## src/rtl/tf_addr_gen.sv

```systemverilog
// Twiddle-factor address generator: walks every NTT (CT) or INTT (GS) stage and issues
// one ROM address per butterfly unit per cycle, honouring a pipeline stall.
module tf_addr_gen #(
   parameter int unsigned LOGN      = 8,
   parameter int unsigned ADDRW     = 11,
   parameter int unsigned INTT_BASE = 1024
) (
   input  logic             clk,
   input  logic             rstn,
   input  logic             start,
   input  logic             op_in,
   input  logic             stall,
   output logic             busy,
   output logic             done,
   output logic             op,
   output logic             special_add,
   output logic [ADDRW-1:0] gamma1_add,
   output logic [ADDRW-1:0] gamma2_add,
   output logic             addr_valid,
   output logic [3:0]       stage_idx,
   output logic             last
);

   localparam int unsigned   CW     = (LOGN > 2) ? LOGN - 2 : 1;
   localparam int unsigned   CPS    = 32'd1 << (LOGN - 2);
   localparam logic [3:0]    S_LAST = 4'(LOGN - 1);
   localparam logic [CW-1:0] C_LAST = CW'(CPS - 1);

   if (LOGN < 2 || LOGN > 10 || ADDRW > 31 ||
       (INTT_BASE + (32'd1 << LOGN)) > (32'd1 << ADDRW)) begin : g_param_check
      $error("tf_addr_gen: illegal LOGN/ADDRW/INTT_BASE combination");
   end

   typedef enum logic [1:0] {IDLE, RUN, DONE} state_t;

   state_t           state_q, state_d;
   logic [3:0]       s_q, s_d;
   logic [CW-1:0]    c_q, c_d;
   logic             op_q, op_d;
   logic             busy_q, busy_d;
   logic             done_q, done_d;
   logic             sp_q, sp_d;
   logic             valid_q, valid_d;
   logic             last_q, last_d;
   logic [ADDRW-1:0] g1_q, g1_d;
   logic [ADDRW-1:0] g2_q, g2_d;
   logic [3:0]       stg_q, stg_d;

   logic [3:0]       cur_s;
   logic [CW-1:0]    cur_c;
   logic             cur_op;
   logic [3:0]       sh_n;
   logic [ADDRW-1:0] k1, k2, a1, a2;
   logic             cur_sp, cur_fin;
   logic             issue;

   // Pair about to be issued: (0,0) with the incoming op on the start edge, else the live counters.
   always_comb begin
      cur_s  = (state_q == RUN) ? s_q  : 4'd0;
      cur_c  = (state_q == RUN) ? c_q  : '0;
      cur_op = (state_q == RUN) ? op_q : op_in;
      k1     = ADDRW'(cur_c) << 1;
      k2     = k1 | ADDRW'(1);
      sh_n   = S_LAST - cur_s;
      if (cur_op) begin
         a1     = ADDRW'(INTT_BASE) + (ADDRW'(1) << sh_n) + (k1 >> cur_s);
         a2     = ADDRW'(INTT_BASE) + (ADDRW'(1) << sh_n) + (k2 >> cur_s);
         cur_sp = (cur_s == 4'd0);
      end else begin
         a1     = (ADDRW'(1) << cur_s) + (k1 >> sh_n);
         a2     = (ADDRW'(1) << cur_s) + (k2 >> sh_n);
         cur_sp = (cur_s == S_LAST);
      end
      cur_fin = (cur_s == S_LAST) && (cur_c == C_LAST);
   end

   always_comb begin
      state_d = state_q;
      s_d     = s_q;
      c_d     = c_q;
      op_d    = op_q;
      busy_d  = busy_q;
      done_d  = 1'b0;
      g1_d    = g1_q;
      g2_d    = g2_q;
      sp_d    = sp_q;
      stg_d   = stg_q;
      valid_d = 1'b0;
      last_d  = 1'b0;
      issue   = 1'b0;
      case (state_q)
         IDLE: begin
            if (start) begin
               state_d = RUN;
               op_d    = op_in;
               busy_d  = 1'b1;
               issue   = 1'b1;
            end
         end
         RUN:  issue = 1'b1;
         DONE: begin
            state_d = IDLE;
            busy_d  = 1'b0;
            done_d  = 1'b1;
         end
         default: state_d = IDLE;
      endcase
      // A stalled issue re-presents the same pair as invalid and leaves the counters put.
      if (issue) begin
         g1_d    = a1;
         g2_d    = a2;
         sp_d    = cur_sp;
         stg_d   = cur_s;
         valid_d = !stall;
         s_d     = cur_s;
         c_d     = cur_c;
         if (!stall) begin
            if (cur_fin) begin
               last_d  = 1'b1;
               state_d = DONE;
            end else if (cur_c == C_LAST) begin
               c_d = '0;
               s_d = cur_s + 4'd1;
            end else begin
               c_d = cur_c + CW'(1);
            end
         end
      end
   end

   always_ff @(posedge clk) begin
      if (!rstn) begin
         state_q <= IDLE;
         s_q     <= 4'd0;
         c_q     <= '0;
         op_q    <= 1'b0;
         busy_q  <= 1'b0;
         done_q  <= 1'b0;
         sp_q    <= 1'b0;
         valid_q <= 1'b0;
         last_q  <= 1'b0;
         g1_q    <= '0;
         g2_q    <= '0;
         stg_q   <= 4'd0;
      end else begin
         state_q <= state_d;
         s_q     <= s_d;
         c_q     <= c_d;
         op_q    <= op_d;
         busy_q  <= busy_d;
         done_q  <= done_d;
         sp_q    <= sp_d;
         valid_q <= valid_d;
         last_q  <= last_d;
         g1_q    <= g1_d;
         g2_q    <= g2_d;
         stg_q   <= stg_d;
      end
   end

   assign busy        = busy_q;
   assign done        = done_q;
   assign op          = op_q;
   assign special_add = sp_q;
   assign gamma1_add  = g1_q;
   assign gamma2_add  = g2_q;
   assign addr_valid  = valid_q;
   assign stage_idx   = stg_q;
   assign last        = last_q;

endmodule

```

## config.mk

```make
export PLATFORM = sky130hd
export DESIGN_NAME = tf_addr_gen
export DESIGN_NICKNAME = d
export VERILOG_FILES = /design/src/rtl/tf_addr_gen.sv
export SDC_FILE = /design/constraint.sdc
export NUM_CORES = 1
export LEC_CHECK = 0
export BUFFER_PORTS_ARGS = -buffer_cell sky130_fd_sc_hd__buf_2
export CAP_MARGIN = 20
export CORE_ASPECT_RATIO = 2
export CORE_MARGIN = 1
export CORE_UTILIZATION = 64
export CTS_CLUSTER_SIZE = 40
export DETAILED_ROUTE_END_ITERATION = 16
export PLACE_DENSITY = 0.95
export SKIP_LAST_GASP = 1
export SLEW_MARGIN = 20
export SYNTH_ARGS = -nofsm -noshare
export SYNTH_HDL_FRONTEND = slang
export SYNTH_SLANG_ARGS = --single-unit
```

## constraint.sdc

```tcl
create_clock -name clk -period 4.65 [get_ports clk]
set_input_delay 0.2325 -clock clk [delete_from_list [all_inputs] [get_ports clk]]
set_output_delay 0.2325 -clock clk [all_outputs]
set_load 0.03 [all_outputs]
```

After elaboration in Yosys (flattened, before gate mapping)
Cells that the tools add are included.
{"block": "word_totals", "out_inout_bits": 32, "wordCells": 65, "input_bits": 5, "regBits": 44}
{"block": "classes", "add_sub_neg": 8, "mux": 23, "shifts": 6, "n_reduce_logical": 9, "bitwise_logic": 2, "eq_ne": 5}
{"operator": "$add A11 B11 Y11", "count": 4}
{"operator": "$shr A7 B4 Y11", "count": 4}
{"operator": "$mux W6", "count": 4}
{"operator": "$mux W11", "count": 2}
{"operator": "$shl A1 B4 Y11 const A", "count": 2}
{"operator": "$mux W4", "count": 4}
{"operator": "$add A11 B11 Y11 const A", "count": 1}
{"operator": "$mux W2", "count": 4}
{"operator": "$add A6 B1 Y6 const B", "count": 1}
{"operator": "$eq A6 B6 Y1 const B", "count": 1}
{"operator": "$mux W1", "count": 6}
{"operator": "$reduce_and A2 Y1", "count": 3}
{"operator": "$add A4 B1 Y4 const B", "count": 1}
{"operator": "$eq A4 B3 Y1 const B", "count": 1}
{"operator": "$logic_not A4 Y1", "count": 1}
{"operator": "$pmux W1 S2", "count": 2}
{"operator": "$pmux W2 S2", "count": 1}
{"operator": "$sub A3 B4 Y4 const A", "count": 1}
{"operator": "$reduce_or A3 Y1", "count": 1}
{"operator": "$eq A2 B1 Y1 const B", "count": 1}
{"operator": "$eq A2 B2 Y1 const B", "count": 1}
{"operator": "$logic_not A2 Y1", "count": 1}
{"operator": "$ne A2 B2 Y1 const B", "count": 1}
{"operator": "$not A1 Y1", "count": 2}
{"operator": "3 further kinds", "count": 3}

Longest topological paths before layout
{"block": "depth", "ltp_word": 7, "ltp_mapped": 15, "mapped_depth_nobuf": 13}

Worst setup path after synthesis
No wires, ideal clock.
{"block": "synth_timing", "kind": "register to register", "start": "register state_q[1]", "end": "register g2_q[7], in the netlist gamma2_add[7]", "setup_ps": 140, "t_required_ps": 4510, "arrival_ps": 2695, "path_buffers": 3, "setup_slack_ps": 1816, "path_stages_with_launch": 14, "period_less_slack_ps": 2834, "path_cell_list": "dfxtp_1 buf_2 nor2b_1 buf_2 nand2_1 o32a_1 nor2_1 ha_1 clkbuf_1 a21oi_1 nand2_1 a31oi_1 mux2i_1 a211oi_1"}
{"block": "synth_between", "elab_chain_len": 7, "elab_cells_between_ends": 15, "classes_between": "4 x add/sub; 1 x eq/ne; 4 x shift; 5 x mux; 1 x reduce/logical"}
{"element": "start: declaration", "line": "36", "text": "state_t state_q, state_d;"}
{"element": "start signal: assignment", "line": "146", "text": "state_q <= state_d;"}
{"element": "$eq A2 B1 Y1"}
{"element": "$mux W4", "line": "59", "text": "cur_s = (state_q == RUN) ? s_q : 4'd0;"}
{"element": "$sub A3 B4 Y4", "line": "64", "text": "sh_n = S_LAST - cur_s;"}
{"element": "$shl A1 B4 Y11", "line": "67", "text": "a2 = ADDRW'(INTT_BASE) + (ADDRW'(1) << sh_n) + (k2 >> cur_s);"}
{"element": "$add A11 B11 Y11 (2 in series)", "line": "67"}
{"element": "$mux W11", "line": "65", "text": "if (cur_op) begin"}
{"element": "end signal: assignment", "line": "156", "text": "g2_q <= g2_d;"}
{"element": "end: declaration", "line": "46", "text": "logic [ADDRW-1:0] g2_q, g2_d;"}
Several ways; a longest one is shown, not always the timed one.
A chain may end at the register's enable or synchronous reset.

Worst setup path after layout
{"block": "layout_timing", "start": "register state_q[0]", "end": "register g2_q[6], in the netlist gamma2_add[6]"}
The elaborated chain is that of the path after synthesis.

==> results.sh <==
export IMPL_crit_chain="nor2b_1 -> buf_4 -> nand2_1 -> ha_1 -> and2_1 -> ha_1 -> a21oi_1 -> o21bai_1 -> a21oi_1 -> xor2_1 -> a221oi_1"
export IMPL_start_util_pct=66.4
export IMPL_syn_area_sq_um=3410
export IMPL_power_density_nw_per_um2=222
export IMPL_grt_busiest_layer="met2"
export IMPL_synth_compound_area_share_pct=25.5
export IMPL_final_area_sq_um=3650
export IMPL_fillCellCount=440
export IMPL_area_growth_pct=7.12
export IMPL_critPathMaxFanout=21
export IMPL_track_usage_pct=41.1
export IMPL_clk_pin_slew_ns=0.09
export IMPL_synth_adder_area_share_pct=9.32
export IMPL_gp_congestion=0.994
export IMPL_ys_flop_type="dfxtp_1"
export IMPL_grtUsageMet2_pct=68.8
export IMPL_p_leak_uw=0.00169
export IMPL_utilization_pct=71.1
export IMPL_ios=37
export IMPL_htree_levels=2
export IMPL_drive_gt1_share_pct=12.0
export IMPL_p_sw_uw=256
export IMPL_critPathSlowestCell="dfxtp_1"
export IMPL_drcViolationCount=0
export IMPL_initialDrtViolationCount=172
export IMPL_cts_resized_gates=0
export IMPL_tightest_slew_ns=0.910
export IMPL_fin_crit_ns=3.54
export IMPL_coreArea_sq_um=5140
export IMPL_yosysSeqAreaShare_pct=25.8
export IMPL_combPwrFrac_pct=16.6
export IMPL_worst_endpoint_required_ns=4.83
export IMPL_setup_tns_ns=0
export IMPL_grt_first_pass_wirelength_microns=16700
export IMPL_grtUsageMet1_pct=43.1
export IMPL_arrival_ns=3.72
export IMPL_cellInternalPower_uw=556
export IMPL_clockPowerShare_pct=33.4
export IMPL_critPathLaunchType="flip-flop"
export IMPL_synth_edf_count=0
export IMPL_hold_viol_final=0
export IMPL_synth_largest_area_cell="dfxtp_1"
export IMPL_root_buffer="clkbuf_8"
export IMPL_ir_worst_vdd_uv=257
export IMPL_die_width_microns=53.6
export IMPL_status="complete, no violations"
export IMPL_numCtsBuffers=5
export IMPL_grt_max_degree=42
export IMPL_synth_mux_area_share_pct=4.51
export IMPL_grt_pass1_vias=3326
export IMPL_placedInstanceArea_sq_um=3560
export IMPL_finish_net_count=494
export IMPL_dieArea_sq_um=5640
export IMPL_synth_xor_area_share_pct=6.16
export IMPL_synthTopCellsByArea="dfxtp_1 26%, nand2_1 7.3%, ha_1 7.0%, a21oi_1 5.1%, xor2_1 4.9%"
export IMPL_fin_crit_sh_pct=76.2
export IMPL_worst_path_buf_inv=1
export IMPL_endpoint="gamma2_add[6]"
export IMPL_relSlewSlack_pct=39.3
export IMPL_min_path_type="primary input to flip-flop"
export IMPL_cts_hold_buf=0
export IMPL_holdWs_ns=0.178
export IMPL_critPathMaxStageDelay_ns=0.66
export IMPL_max_freq_mhz=282
export IMPL_drv_cap=0
export IMPL_cts_sinks=44
export IMPL_worstReg2RegStart="state_q[0]"
export IMPL_use_met3_pct=6.64
export IMPL_crit_start="state_q[0]"
export IMPL_skew_ns=0.00454
export IMPL_worstSetupPathDepth=11
export IMPL_synth_top_family_by_area="compound AO/OA/AOI/OAI gates"
export IMPL_clockBufferDepth=2
export IMPL_grt_overflow_total=0
export IMPL_slew_viol_final=0
export IMPL_vias=3474
export IMPL_post_cts_setup_buffers=0
export IMPL_synth_top_cell_area_share_pct=25.8
export IMPL_clk_latency_ns=0.32
export IMPL_first_pass_iters=5
export IMPL_crit_type="flip-flop to flip-flop"
export IMPL_ant_nets=0
export IMPL_finalSetupViolCount=0
export IMPL_synth_area_per_cell_sq_um=7.60
export IMPL_tritoncts="built"
export IMPL_via_per_inst=6.62
export IMPL_ff2ff_setup_slack_ns=1.11
export IMPL_synth_cell_type_count=59
export IMPL_hpwl_microns=7760
export IMPL_syn_inst=449
export IMPL_ys_ff_latch=44
export IMPL_dieHeight_microns=105
export IMPL_syn_nets=477
export IMPL_yosys_area_share_simple_pct=23.4
export IMPL_routed_wl_microns=10300
export IMPL_rr_worst_depth=11
export IMPL_rsz0062_at_grt="false"
export IMPL_antenna_cells=0
export IMPL_rows=37
export IMPL_portBuffers=36
export IMPL_antenna_found_initial=0
export IMPL_r2r_end="gamma2_add[6]"
export IMPL_p_sw_share_pct=31.6
export IMPL_async_reset_ff_share_pct=0
export IMPL_yosys_warnings=0
export IMPL_end_kind="flip-flop"
export IMPL_critPathTopFamily="adder cells"
export IMPL_power_frac_seq_pct=50.0
export IMPL_wire_per_inst_microns=19.6
## worst reg2reg max path, stage by stage (launching register included)
cell      delay, ns
dfxtp_1        0.66
nor2b_1        0.21
buf_4          0.28
nand2_1        0.25
ha_1           0.31
and2_1         0.18
ha_1           0.46
a21oi_1        0.31
o21bai_1       0.13
a21oi_1        0.17
xor2_1         0.30
a221oi_1       0.12
## power by group through the flow
| stage | Combinational, uW | Sequential, uW | Clock [uW] |
|---|---|---|---|
| after floorplan | 68.7 | 440 | 0 |
| after global placement | 131 | 414 | 0 |
| after detailed placement | 133 | 415 | 0 |
| after CTS | 133 | 406 | 269 |
| after global routing | 144 | 409 | 286 |
| final | 134 | 406 | 272 |
## per-layer routing
metal	wire length (microns)	vias to the layer above
li1	-	1644
met1	3630	1630
met2	5440	151
met3	461	49
met4	776	0
met5	0	-
## cell usage after synthesis (all sizes together), types with 2 or more instances
cell    instances
xor2           19
and3            7
o211ai          8
nor3b           2
mux2i          13
ha             19
buf            14
and2            6
a21boi         13
inv             9
a221oi          4
a211oi          4
and4            2
nand2b          8
nand3b          2
nand4           3
o21ai          28
clkbuf         17
fa              4
a31oi           9
nand3          25
xnor2           5
o21a            4
nor2           39
dfxtp          44
nor2b           2
a21o            2
nand2          66
o22ai           2
o221ai          3
o31ai           4
o211a           4
o21bai          2
nor3            2
a21oi          35
or3             4
## per-stage QoR
| step | instances | setup slack, ns | power [uW] |
|---|---|---|---|
| 6_report | 525 | 1.11 | 812 |
| 4_1_cts | 525 | 1.18 | 808 |
| 2_1_floorplan | 449 | 1.82 | 509 |
| 5_1_grt | 525 | 0.840 | 839 |
| 3_5_place_dp | 517 | 1.20 | 548 |
| 3_3_place_gp | 517 | 1.22 | 545 |
## flip-flops by register name, indices dropped and copies added, names as in the netlist
name and count:
c_q 6, state_q 2, gamma2_add 11, last 1, stage_idx 4, s_q 4
op 1, gamma1_add 11, special_add 1, done 1, busy 1, addr_valid 1
## cells by family after synthesis
| family | count (synthesis) |
|---|---|
| compound gates | 132 |
| xor+xnor | 24 |
| fa+ha+maj | 23 |
| buf+inv | 40 |
| flops | 44 |
| mux | 14 |
| simple gates | 172 |
## layout make-up
cell class              count  area, sq um  area share (%)
clock buffers               6         82.6            2.26
clock inverters             2         15.0           0.411
inverters                   9         33.8           0.925
multi-input cells         365         2350            64.3
flip-flops and latches     44          881            24.1
well taps                  58         72.6            1.99
repair buffers             41          218            5.96
## cells in the final DEF (no fill, tap or decap), drive strengths merged, types with 5 or more instances in the layout
cell,instances
nand2,66
dfxtp,44
buf,41
nor2,39
a21oi,35
o21ai,28
nand3,25
xor2,19
ha,19
mux2i,13
a21boi,13
inv,9
a31oi,9
nand2b,8
o211ai,8
and3,7
and2,6
clkbuf,6
xnor2,5
## worst min path at each step
stage	end	from	cells after the start
2_1_floorplan	addr_valid	stall	1
3_3_place_gp	gamma2_add[9]	gamma2_add[9]	2
3_5_place_dp	stage_idx[0]	stage_idx[0]	2
4_1_cts	addr_valid	stall	2
5_1_grt	addr_valid	stall	2
6_report	addr_valid	stall	2
Note: power is estimated with default switching activity, not from simulation.
